`src/rtl/deaggregator.sv`:
```
// -----------------------------------------------------------------------------
// deaggregator
//
// Write-side serializer in the wclk domain. Accepts one wide word holding up
// to FETCH_WIDTH packed DATA_WIDTH-bit elements and pushes the first fw of
// them, element 0 first, one per cycle into a SyncFIFO enqueue port. It is the
// transmit-side counterpart of the aggregator, and its runtime fetch-width
// interface matches the aggregator's, so both ends are configured identically.
//
// Ports:
//   wclk                clock
//   wrst_n              synchronous active-low reset
//   in_data             packed wide word, element 0 in bits [DATA_WIDTH-1:0]
//   in_valid            in_data valid
//   in_ready            word accepted this cycle (combinational)
//   change_fetch_width  load input_fetch_width (honoured only when idle)
//   input_fetch_width   elements per wide word (0 ignored, clamped to max)
//   fifo_full_n         FIFO not full
//   fifo_enq            FIFO enqueue strobe (combinational)
//   fifo_data           FIFO write data
//   busy                serialization in progress
// -----------------------------------------------------------------------------
module deaggregator #(
  parameter int DATA_WIDTH  = 11,
  parameter int FETCH_WIDTH = 6,
  parameter int COUNT_WIDTH = 3
) (
  input  logic                              wclk,
  input  logic                              wrst_n,
  input  logic [FETCH_WIDTH*DATA_WIDTH-1:0] in_data,
  input  logic                              in_valid,
  output logic                              in_ready,
  input  logic                              change_fetch_width,
  input  logic [COUNT_WIDTH-1:0]            input_fetch_width,
  input  logic                              fifo_full_n,
  output logic                              fifo_enq,
  output logic [DATA_WIDTH-1:0]             fifo_data,
  output logic                              busy
);

  localparam int                     WORD_W = FETCH_WIDTH * DATA_WIDTH;
  localparam logic [COUNT_WIDTH-1:0] FW_MAX = COUNT_WIDTH'(FETCH_WIDTH);
  localparam logic [COUNT_WIDTH-1:0] ONE    = COUNT_WIDTH'(1);

  typedef enum logic {
    IDLE = 1'b0,
    SEND = 1'b1
  } state_t;

  state_t                 state_q, state_d;
  logic [WORD_W-1:0]      shreg_q, shreg_d;
  logic [COUNT_WIDTH-1:0] cnt_q,   cnt_d;
  logic [COUNT_WIDTH-1:0] fw_q,    fw_d;

  logic last_elem;
  logic accept;

  // fw_q is never 0, so fw_q - 1 cannot wrap.
  assign last_elem = (cnt_q == fw_q - ONE);

  // Both strobes are gated by reset so nothing is enqueued or accepted in a
  // reset cycle. in_ready never looks at in_valid, which keeps in_valid off
  // any combinational path to fifo_enq.
  assign fifo_enq  = wrst_n && (state_q == SEND) && fifo_full_n;
  assign in_ready  = wrst_n && ((state_q == IDLE) || (last_elem && fifo_enq));
  assign accept    = in_valid && in_ready;
  assign fifo_data = shreg_q[DATA_WIDTH-1:0];
  assign busy      = (state_q == SEND);

  always_comb begin
    // NOTE: every signal gets a hold default first, so no path through this
    // block can leave one unassigned and infer a latch.
    state_d = state_q;
    shreg_d = shreg_q;
    cnt_d   = cnt_q;
    fw_d    = fw_q;

    // A width change in SEND is dropped, not queued. Because fw_q only
    // matters in SEND, loading it on the accept edge makes the new width
    // apply to the word accepted in the same cycle.
    if (state_q == IDLE && change_fetch_width && input_fetch_width != '0) begin
      fw_d = (input_fetch_width > FW_MAX) ? FW_MAX : input_fetch_width;
    end

    // An accept in SEND can only coincide with the final enqueue, so it
    // takes priority and reloads the shifter with no bubble.
    if (accept) begin
      shreg_d = in_data;
      cnt_d   = '0;
      state_d = SEND;
    end else if (fifo_enq) begin
      shreg_d = shreg_q >> DATA_WIDTH;
      cnt_d   = cnt_q + ONE;
      if (last_elem) begin
        state_d = IDLE;
        cnt_d   = '0;
      end
    end
  end

  always_ff @(posedge wclk) begin
    // NOTE: the datapath shift register is reset too, so fifo_data reads 0
    // after reset rather than stale contents.
    if (!wrst_n) begin
      state_q <= IDLE;
      shreg_q <= '0;
      cnt_q   <= '0;
      fw_q    <= FW_MAX;
    end else begin
      // NOTE: non-blocking assignments so every register samples the
      // pre-edge values regardless of statement order.
      state_q <= state_d;
      shreg_q <= shreg_d;
      cnt_q   <= cnt_d;
      fw_q    <= fw_d;
    end
  end

endmodule

```
`config.mk`:
```
export PLATFORM = sky130hd
export DESIGN_NAME = deaggregator
export DESIGN_NICKNAME = d
export VERILOG_FILES = /design/src/rtl/deaggregator.sv
export SDC_FILE = /design/constraint.sdc
export NUM_CORES = 1
export LEC_CHECK = 0
export BUFFER_PORTS_ARGS = -buffer_cell sky130_fd_sc_hd__buf_4
export CAP_MARGIN = 20
export CELL_PAD_IN_SITES_DETAIL_PLACEMENT = 1
export CELL_PAD_IN_SITES_GLOBAL_PLACEMENT = 1
export CORE_AREA = 2 2 98 100
export CTS_CLUSTER_DIAMETER = 50
export DETAILED_ROUTE_END_ITERATION = 12
export DIE_AREA = 0 0 100 102
export PLACE_DENSITY = 0.83
export SYNTH_ARGS = -nofsm -noshare
export SYNTH_HDL_FRONTEND = slang
export SYNTH_SLANG_ARGS = --single-unit
```
`constraint.sdc`:
```
create_clock -name wclk -period 2.1 [get_ports wclk]
set_clock_uncertainty 0.05 [all_clocks]
set_input_delay 0.42 -clock wclk [delete_from_list [all_inputs] [get_ports wclk]]
set_output_delay 0.42 -clock wclk [all_outputs]
set_load 0.03 [all_outputs]
```
==> reports/qor.log, run 1 <==
qor: cts.root_buffer sky130_fd_sc_hd__clkbuf_8
qor: global_routing.grt_first_pass_wirelength 16.90 mm
qor: worst_setup_path.worstSetupEndpointType output pin
qor: logic_synthesis.most_common_cell_in_the_netlist sky130_fd_sc_hd__nand2_1
qor: cells_and_area.nFillCells 1075
qor: routing.drt-pass1-iter-count 4
qor: cts.worstSkewPairLatency 350 ps
qor: worst_setup_path.timing.critical_path.arrival 1760 ps
qor: placed_design.gpl.final_weighted_congestion 0.7744
qor: worst_setup_path.critical_path.reg2reg.startpoint fw_q[0]
qor: worst_setup_path.reg2reg_to shreg_q[19]
qor: logic_synthesis.synthFlopType sky130_fd_sc_hd__dfxtp_1
qor: routing.viasPerCell 5.632
qor: floorplan.dieHeight 102 um
qor: routing.drt_wl_total 11.67 mm
qor: logic_synthesis.synth_async_sr_flop_share 0%
qor: sta.clock.fmax 447.6 MHz
qor: floorplan.row_count 35
qor: global_routing.groute.usage.overall 21.30%
qor: logic_synthesis.synth_edf_count 0
qor: routing.vias 3351
qor: logic_synthesis.ys_top_cells_by_count sky130_fd_sc_hd__nand2_1 (119), sky130_fd_sc_hd__dfxtp_1 (73), sky130_fd_sc_hd__nand4_1 (55), sky130_fd_sc_hd__o211a_1 (55), sky130_fd_sc_hd__clkbuf_1 (15)
qor: worst_setup_path.critical_path.max_fanout 2
qor: floorplan.floorplan.io_pins 88
qor: hold_path.timing.hold.worst.class input port to register
qor: sta.setup_ws -134.0 ps
qor: cts.cts-htree-levels 3
qor: logic_synthesis.synth_seq_cells 73
qor: cells_and_area.synthToLayoutAreaGrowth 32.45%
qor: logic_synthesis.synth_cells 400
qor: global_routing.grt.overflow.total 0
qor: sta.portion_of_the_clock_cycle_consumed_by_the_worst_path_in_the_final_layout 106.4%
qor: power.power_density 709.4 nW/um^2
qor: global_routing.top_usage_layer met2
qor: worst_setup_path.r2r_cells 9
qor: sta.relSlewSlack 57.65%
qor: sta.fin_crit 2234 ps
qor: cts.path_clk_slew 80 ps
qor: floorplan.initial_cell_density_of_the_core 37.88%
qor: cts.cts_inserted_buffers 9
qor: power.report.power.total 3.242 mW
qor: logic_synthesis.avgSynthCellArea 8.627 sq um
qor: logic_synthesis.yosys_warnings 0
qor: sta.worst-slew-pin-transition 635.2 ps
qor: routing.route.detailed.wl_per_inst 19.61 um
qor: placed_design.placed_instances 560
qor: floorplan.core_area 9109 sq um
qor: cts.cts_num_sinks 73
qor: cells_and_area.layout.cell_area.non_filler 4571 sq um
qor: floorplan.die_w 100 um
qor: cts.cts_tree yes
qor: logic_synthesis.synthDominantAreaCellType sky130_fd_sc_hd__dfxtp_1
qor: routing.dr.first_iter.drc_count 197
qor: sta.report.final.setup_viol 1
qor: power.power.leakage 2.414 nW
qor: routing.detail_route.drc_violations 0
qor: power.power.ir.vdd_worst 0.3635 mV
qor: logic_synthesis.syn-num-nets 476
qor: logic_synthesis.synth_area_leaders sky130_fd_sc_hd__dfxtp_1 (42%), sky130_fd_sc_hd__o211a_1 (16%), sky130_fd_sc_hd__nand2_1 (13%)
qor: outcome.status finished, violations left
qor: worst_setup_path.crit_start fw_q[0]
qor: worst_setup_path.setup.worst_path.end in_ready
qor: sta.drv_slew 0
qor: placed_design.io_buffer_count 87
qor: logic_synthesis.yosysTopAreaCellShare 42.35%
qor: logic_synthesis.post_synth_num_cell_types 28
qor: global_routing.grt_pass1_vias 3341
qor: routing.ant_nets 0
qor: sta.final-hold-violation-count 0
qor: cells_and_area.drive_gt1_share 30.37%
qor: logic_synthesis.synth_seq_area_share 42.35%
qor: run.timing.max_cap.violations 0
qor: worst_setup_path.setup.reg_to_reg.worst_slack 80 ps
qor: floorplan.fp.dieArea 10200 sq um
qor: global_routing.grt_util_met2 37.27%
qor: global_routing.antenna_found_initial 0
qor: worst_setup_path.start_kind register
qor: cells_and_area.fin_cells 595
qor: global_routing.largest_net_degree_at_the_start_of_global_routing 60
qor: global_routing.groute.layer.met1.usage 26.72%
qor: worst_setup_path.required 1630 ps
qor: cells_and_area.final_nets 555
qor: worst_setup_path.path_class register to output pin
qor: sta.grt_setup_unrepaired yes
qor: placed_design.hpwlAfterDp 7.021 mm
qor: cells_and_area.antennaDiodeCount 0
qor: global_routing.grtUsageMet3 4.378%
qor: outcome.failed_checks setup timing
qor: logic_synthesis.post_synthesis_cell_area 3451 sq um
qor: placed_design.detailed_place.area 4084 sq um
qor: cts.clk_path_buf_depth 2
[worst min-delay path by stage]
stage | start | end | slack (ps) | cells after the start
finish | in_data[58] | shreg_q[58] | 220 | 2
global route | in_data[58] | shreg_q[58] | 210 | 2
CTS | in_data[64] | shreg_q[64] | 210 | 2
detailed placement | shreg_q[55] | shreg_q[55] | 410 | 1
global placement | fw_q[1] | fw_q[1] | 410 | 2
floorplan | fw_q[1] | fw_q[1] | 390 | 2
[critical path: stages, from the launching register on]
cell,delay [ps]
sky130_fd_sc_hd__dfxtp_2,350
sky130_fd_sc_hd__inv_2,50
sky130_fd_sc_hd__ha_4,260
sky130_fd_sc_hd__xor2_2,160
sky130_fd_sc_hd__nand3_2,100
sky130_fd_sc_hd__o21a_1,210
sky130_fd_sc_hd__nor2b_2,130
sky130_fd_sc_hd__buf_6,140
[registers in the layout, indices dropped and copies added, names as in the netlist]
register	flops
busy	1
fw_q	3
shreg_q	66
cnt_q	3
[stage by stage]
stage / hold WS, ps / worst slack [ps] / utilization (%) / setup TNS (ps)
floorplan: 389.9 / 74.18 / - / 0
global placement: 407.6 / 113.0 / 44.84 / 0
detailed placement: 411.7 / 31.70 / 44.84 / 0
CTS: 209.1 / -148.5 / 47.73 / -2714
global route: 208.7 / -214.4 / 50.18 / -214.4
finish: 224.1 / -134.0 / 50.18 / -134.0
[cells in the final DEF (no fill, tap or decap), types with 2 or more instances in the layout]
master / count
sky130_fd_sc_hd__nand2_1: 118
sky130_fd_sc_hd__buf_4: 106
sky130_fd_sc_hd__dfxtp_1: 71
sky130_fd_sc_hd__nand4_1: 55
sky130_fd_sc_hd__o211a_1: 55
sky130_fd_sc_hd__a22o_1: 11
sky130_fd_sc_hd__clkbuf_8: 9
sky130_fd_sc_hd__clkbuf_16: 5
sky130_fd_sc_hd__nand3_1: 4
sky130_fd_sc_hd__o21ai_0: 4
sky130_fd_sc_hd__inv_2: 3
sky130_fd_sc_hd__a21oi_1: 3
sky130_fd_sc_hd__buf_6: 3
sky130_fd_sc_hd__nand3_2: 2
sky130_fd_sc_hd__xor2_2: 2
sky130_fd_sc_hd__o21a_1: 2
sky130_fd_sc_hd__nor2b_1: 2
sky130_fd_sc_hd__clkinv_2: 2
sky130_fd_sc_hd__clkbuf_1: 2
sky130_fd_sc_hd__dfxtp_2: 2
sky130_fd_sc_hd__buf_12: 2
[what timing repair did]
item | in CTS | in global routing
hold endpoints to repair | 0 | 0
endpoints found under the setup margin | 1 | 70
resized for setup | 9 | 7
hold buffers | 0 | 0
pin swaps | 2 | 3
setup buffers | 6 | 9
cloned | 0 | 6
[power breakdown]
| group | internal (mW) | total [mW] | switching (mW) |
|---|---|---|---|
| combinational | 0.302 | 0.593 | 0.291 |
| sequential | 1.48 | 1.54 | 0.0615 |
| clock | 0.548 | 1.11 | 0.561 |
[cells by family after synthesis]
| kind of cell | share of synthesized area [%] |
|---|---|
| muxes | 0.2901 |
| DFF | 42.35 |
| and+or+nand+nor | 25.82 |
| AOI/OAI and AO/OA | 20.63 |
| adders and majority gates | 0.7250 |
| xor gates and xnor gates | 1.197 |
| buffers and inverters | 8.992 |
[metal layers]
metal	vias up	wire, um
li1	1589	-
met1	1653	5019
met2	95	5955
met3	14	539
met4	0	155
met5	-	0
[final cells by class]
class                           count  area, sq um  area share (%)
Timing Repair Buffer              118         1027           22.47
Sequential cell                    73         1464           32.03
Tap cell                          111        138.9           3.039
Multi-Input combinational cell    273         1738           38.02
Clock inverter                      5        56.30           1.232
Clock buffer                       11        131.4           2.874
Inverter                            4        15.01          0.3285
No activity file was read; power rests on OpenSTA's default activity.
==> run 2: changes to the inputs <==
--- a/config.mk
+++ b/config.mk
@@ -14,6 +14,7 @@
 export DETAILED_ROUTE_END_ITERATION = 12
 export DIE_AREA = 0 0 100 102
 export PLACE_DENSITY = 0.83
+export SKIP_LAST_GASP = 1
 export SYNTH_ARGS = -nofsm -noshare
 export SYNTH_HDL_FRONTEND = slang
 export SYNTH_SLANG_ARGS = --single-unit
==> reports/qor.log, run 2 (same netlist as run 1, synthesis figures left out) <==
qor: global_routing.antenna_found_initial 0
qor: global_routing.grt.overflow.total 0
qor: worst_setup_path.reg2reg_to shreg_q[40]
qor: sta.worst-slew-pin-transition 622.2 ps
qor: floorplan.fp.dieArea 10200 sq um
qor: worst_setup_path.worstSetupEndpointType output pin
qor: cts.path_clk_slew 80 ps
qor: outcome.status finished, violations left
qor: sta.drv_slew 0
qor: cells_and_area.drive_gt1_share 30.17%
qor: worst_setup_path.timing.critical_path.arrival 1760 ps
qor: routing.drt_wl_total 11.64 mm
qor: floorplan.core_area 9109 sq um
qor: worst_setup_path.critical_path.max_fanout 2
qor: sta.report.final.setup_viol 1
qor: routing.vias 3368
qor: sta.grt_setup_unrepaired yes
qor: sta.portion_of_the_clock_cycle_consumed_by_the_worst_path_in_the_final_layout 106.1%
qor: routing.route.detailed.wl_per_inst 19.55 um
qor: cells_and_area.mostFrequentLayoutCell sky130_fd_sc_hd__nand2_1
qor: sta.fin_crit 2229 ps
qor: global_routing.largest_net_degree_at_the_start_of_global_routing 60
qor: cts.clk_path_buf_depth 2
qor: cells_and_area.top_regs shreg_q: 66 flops, cnt_q: 3 flops, fw_q: 3 flops
qor: sta.setup_ws -128.7 ps
qor: sta.clock.fmax 448.7 MHz
qor: placed_design.detailed_place.area 4084 sq um
qor: worst_setup_path.worstPathCellList inv_2, ha_4, xor2_2, nand3_2, o21a_1, nor2b_2, buf_6
qor: worst_setup_path.setup.worst_path.end in_ready
qor: cells_and_area.nFillCells 1082
qor: routing.detail_route.drc_violations 0
qor: cells_and_area.synthToLayoutAreaGrowth 31.76%
qor: hold_path.timing.hold.worst.class input port to register
qor: worst_setup_path.timing.critical_path.slowest_cell_delay 350 ps
qor: power.power.ir.vdd_worst 0.3576 mV
qor: cells_and_area.largest_register_by_flop_count shreg_q
qor: global_routing.groute.usage.overall 21.25%
qor: sta.fin_tns_setup -128.7 ps
qor: routing.ant_nets 0
qor: cells_and_area.utilization 49.92%
qor: placed_design.io_buffer_count 87
qor: cts.cts_num_sinks 73
qor: cells_and_area.antennaDiodeCount 0
qor: worst_setup_path.start_kind register
qor: routing.viasPerCell 5.661
qor: floorplan.dieHeight 102 um
qor: cells_and_area.layout.cell_area.non_filler 4547 sq um
qor: outcome.failed_checks setup timing
qor: routing.drt-pass1-iter-count 4
qor: cts.cts_inserted_buffers 9
qor: routing.dr.first_iter.drc_count 190
qor: cts.root_buffer sky130_fd_sc_hd__clkbuf_8
qor: floorplan.floorplan.io_pins 88
qor: global_routing.grt_first_pass_wirelength 16.86 mm
qor: global_routing.grt_pass1_vias 3335
qor: sta.final-hold-violation-count 0
qor: cts.worstSkewPairLatency 360 ps
qor: cts.cts-htree-levels 3
qor: power.power.leakage 2.402 nW
qor: worst_setup_path.r2r_cells 9
qor: sta.relSlewSlack 58.52%
qor: cells_and_area.final_nets 555
qor: cts.cts_tree yes
qor: worst_setup_path.critical_path.reg2reg.startpoint fw_q[0]
qor: worst_setup_path.required 1630 ps
qor: cells_and_area.final_cell_mix sky130_fd_sc_hd__nand2_1 (119), sky130_fd_sc_hd__buf_4 (107), sky130_fd_sc_hd__dfxtp_1 (71)
qor: worst_setup_path.critical_path.slowest_cell sky130_fd_sc_hd__dfxtp_2
qor: floorplan.die_w 100 um
qor: floorplan.initial_cell_density_of_the_core 37.88%
qor: cells_and_area.largest_register_ffs 66
qor: worst_setup_path.setup.reg_to_reg.worst_slack 110 ps
qor: floorplan.row_count 35
qor: worst_setup_path.path_class register to output pin
qor: run.timing.max_cap.violations 0
qor: power.power_density 712.1 nW/um^2
qor: worst_setup_path.crit_start fw_q[0]
qor: placed_design.hpwlAfterDp 7.021 mm
qor: placed_design.gpl.final_weighted_congestion 0.7744
qor: placed_design.dp_worst_setup_slack 31.70 ps
## run 2: changes by cell type in the layout (fill, tap and decap cells not counted)
cell | previous run | this run
sky130_fd_sc_hd__buf_12 | 2 | 3
sky130_fd_sc_hd__nand2_4 | 1 | 0
sky130_fd_sc_hd__buf_4 | 106 | 107
sky130_fd_sc_hd__buf_2 | 1 | 0
sky130_fd_sc_hd__clkbuf_16 | 5 | 3
sky130_fd_sc_hd__nand2_1 | 118 | 119
sky130_fd_sc_hd__buf_6 | 3 | 4
## run 2: stage by stage
stage               instances  total power, mW  hold WS, ps
detailed placement        560            2.095        411.7
global placement          560            2.069        407.6
CTS                       582            3.211        209.1
floorplan                 400            1.889        389.9
finish                    595            3.238        223.0
global route              595            3.381        213.3
## run 2: cell type report
type                            instances  area [sq um]  share of cell area [%]
Multi-Input combinational cell        273          1730                   38.06
Sequential cell                        73          1464                   32.20
Clock buffer                           11         131.4                   2.889
Clock inverter                          5         56.30                   1.238
Inverter                                4         15.01                  0.3302
Tap cell                              111         138.9                   3.054
Timing Repair Buffer                  118          1011                   22.23
## run 2: per-layer routing
metal  GRT usage [%]  part of all wire, %  vias up
met2           37.21                   51       88
met3           4.378                  4.3       21
met5               0                    0        -
met1           26.64                   43     1668
met4           6.112                  2.1        0
li1                -                    -     1591
## run 2: worst min-delay path by stage
| stage | cells after the start | to | start | slack (ps) |
|---|---|---|---|---|
| 2_1_floorplan | 2 | fw_q[1] | fw_q[1] | 390 |
| 3_3_place_gp | 2 | fw_q[1] | fw_q[1] | 410 |
| 3_5_place_dp | 1 | shreg_q[55] | shreg_q[55] | 410 |
| 4_1_cts | 2 | shreg_q[64] | in_data[64] | 210 |
| 5_1_grt | 2 | shreg_q[64] | in_data[64] | 210 |
| 6_report | 2 | shreg_q[64] | in_data[64] | 220 |
## run 2: where the power goes
group          internal [mW]  switching (mW)  total, mW
Combinational          0.301           0.290      0.591
Sequential              1.48          0.0618       1.54
Clock                  0.548           0.558       1.11
Total                   2.33           0.910       3.24
## run 2: worst max-delay path: cells and delay by family, from the launching register on
family,cells,cell delay (ps)
DFF,1,350
adders and majority gates,1,260
and+or+nand+nor,2,220
AOI/OAI and AO/OA,1,200
buffers and inverters,2,190
xor gates and xnor gates,1,170
## run 2: timing repair
| item | in CTS | in global routing |
|---|---|---|
| pin swaps | 2 | 3 |
| setup buffers | 6 | 9 |
| hold buffers | 0 | 0 |
| resized for setup | 7 | 8 |
| endpoints found under the hold margin | 0 | 0 |
| cloned | 0 | 6 |
| endpoints found under the setup margin | 1 | 70 |
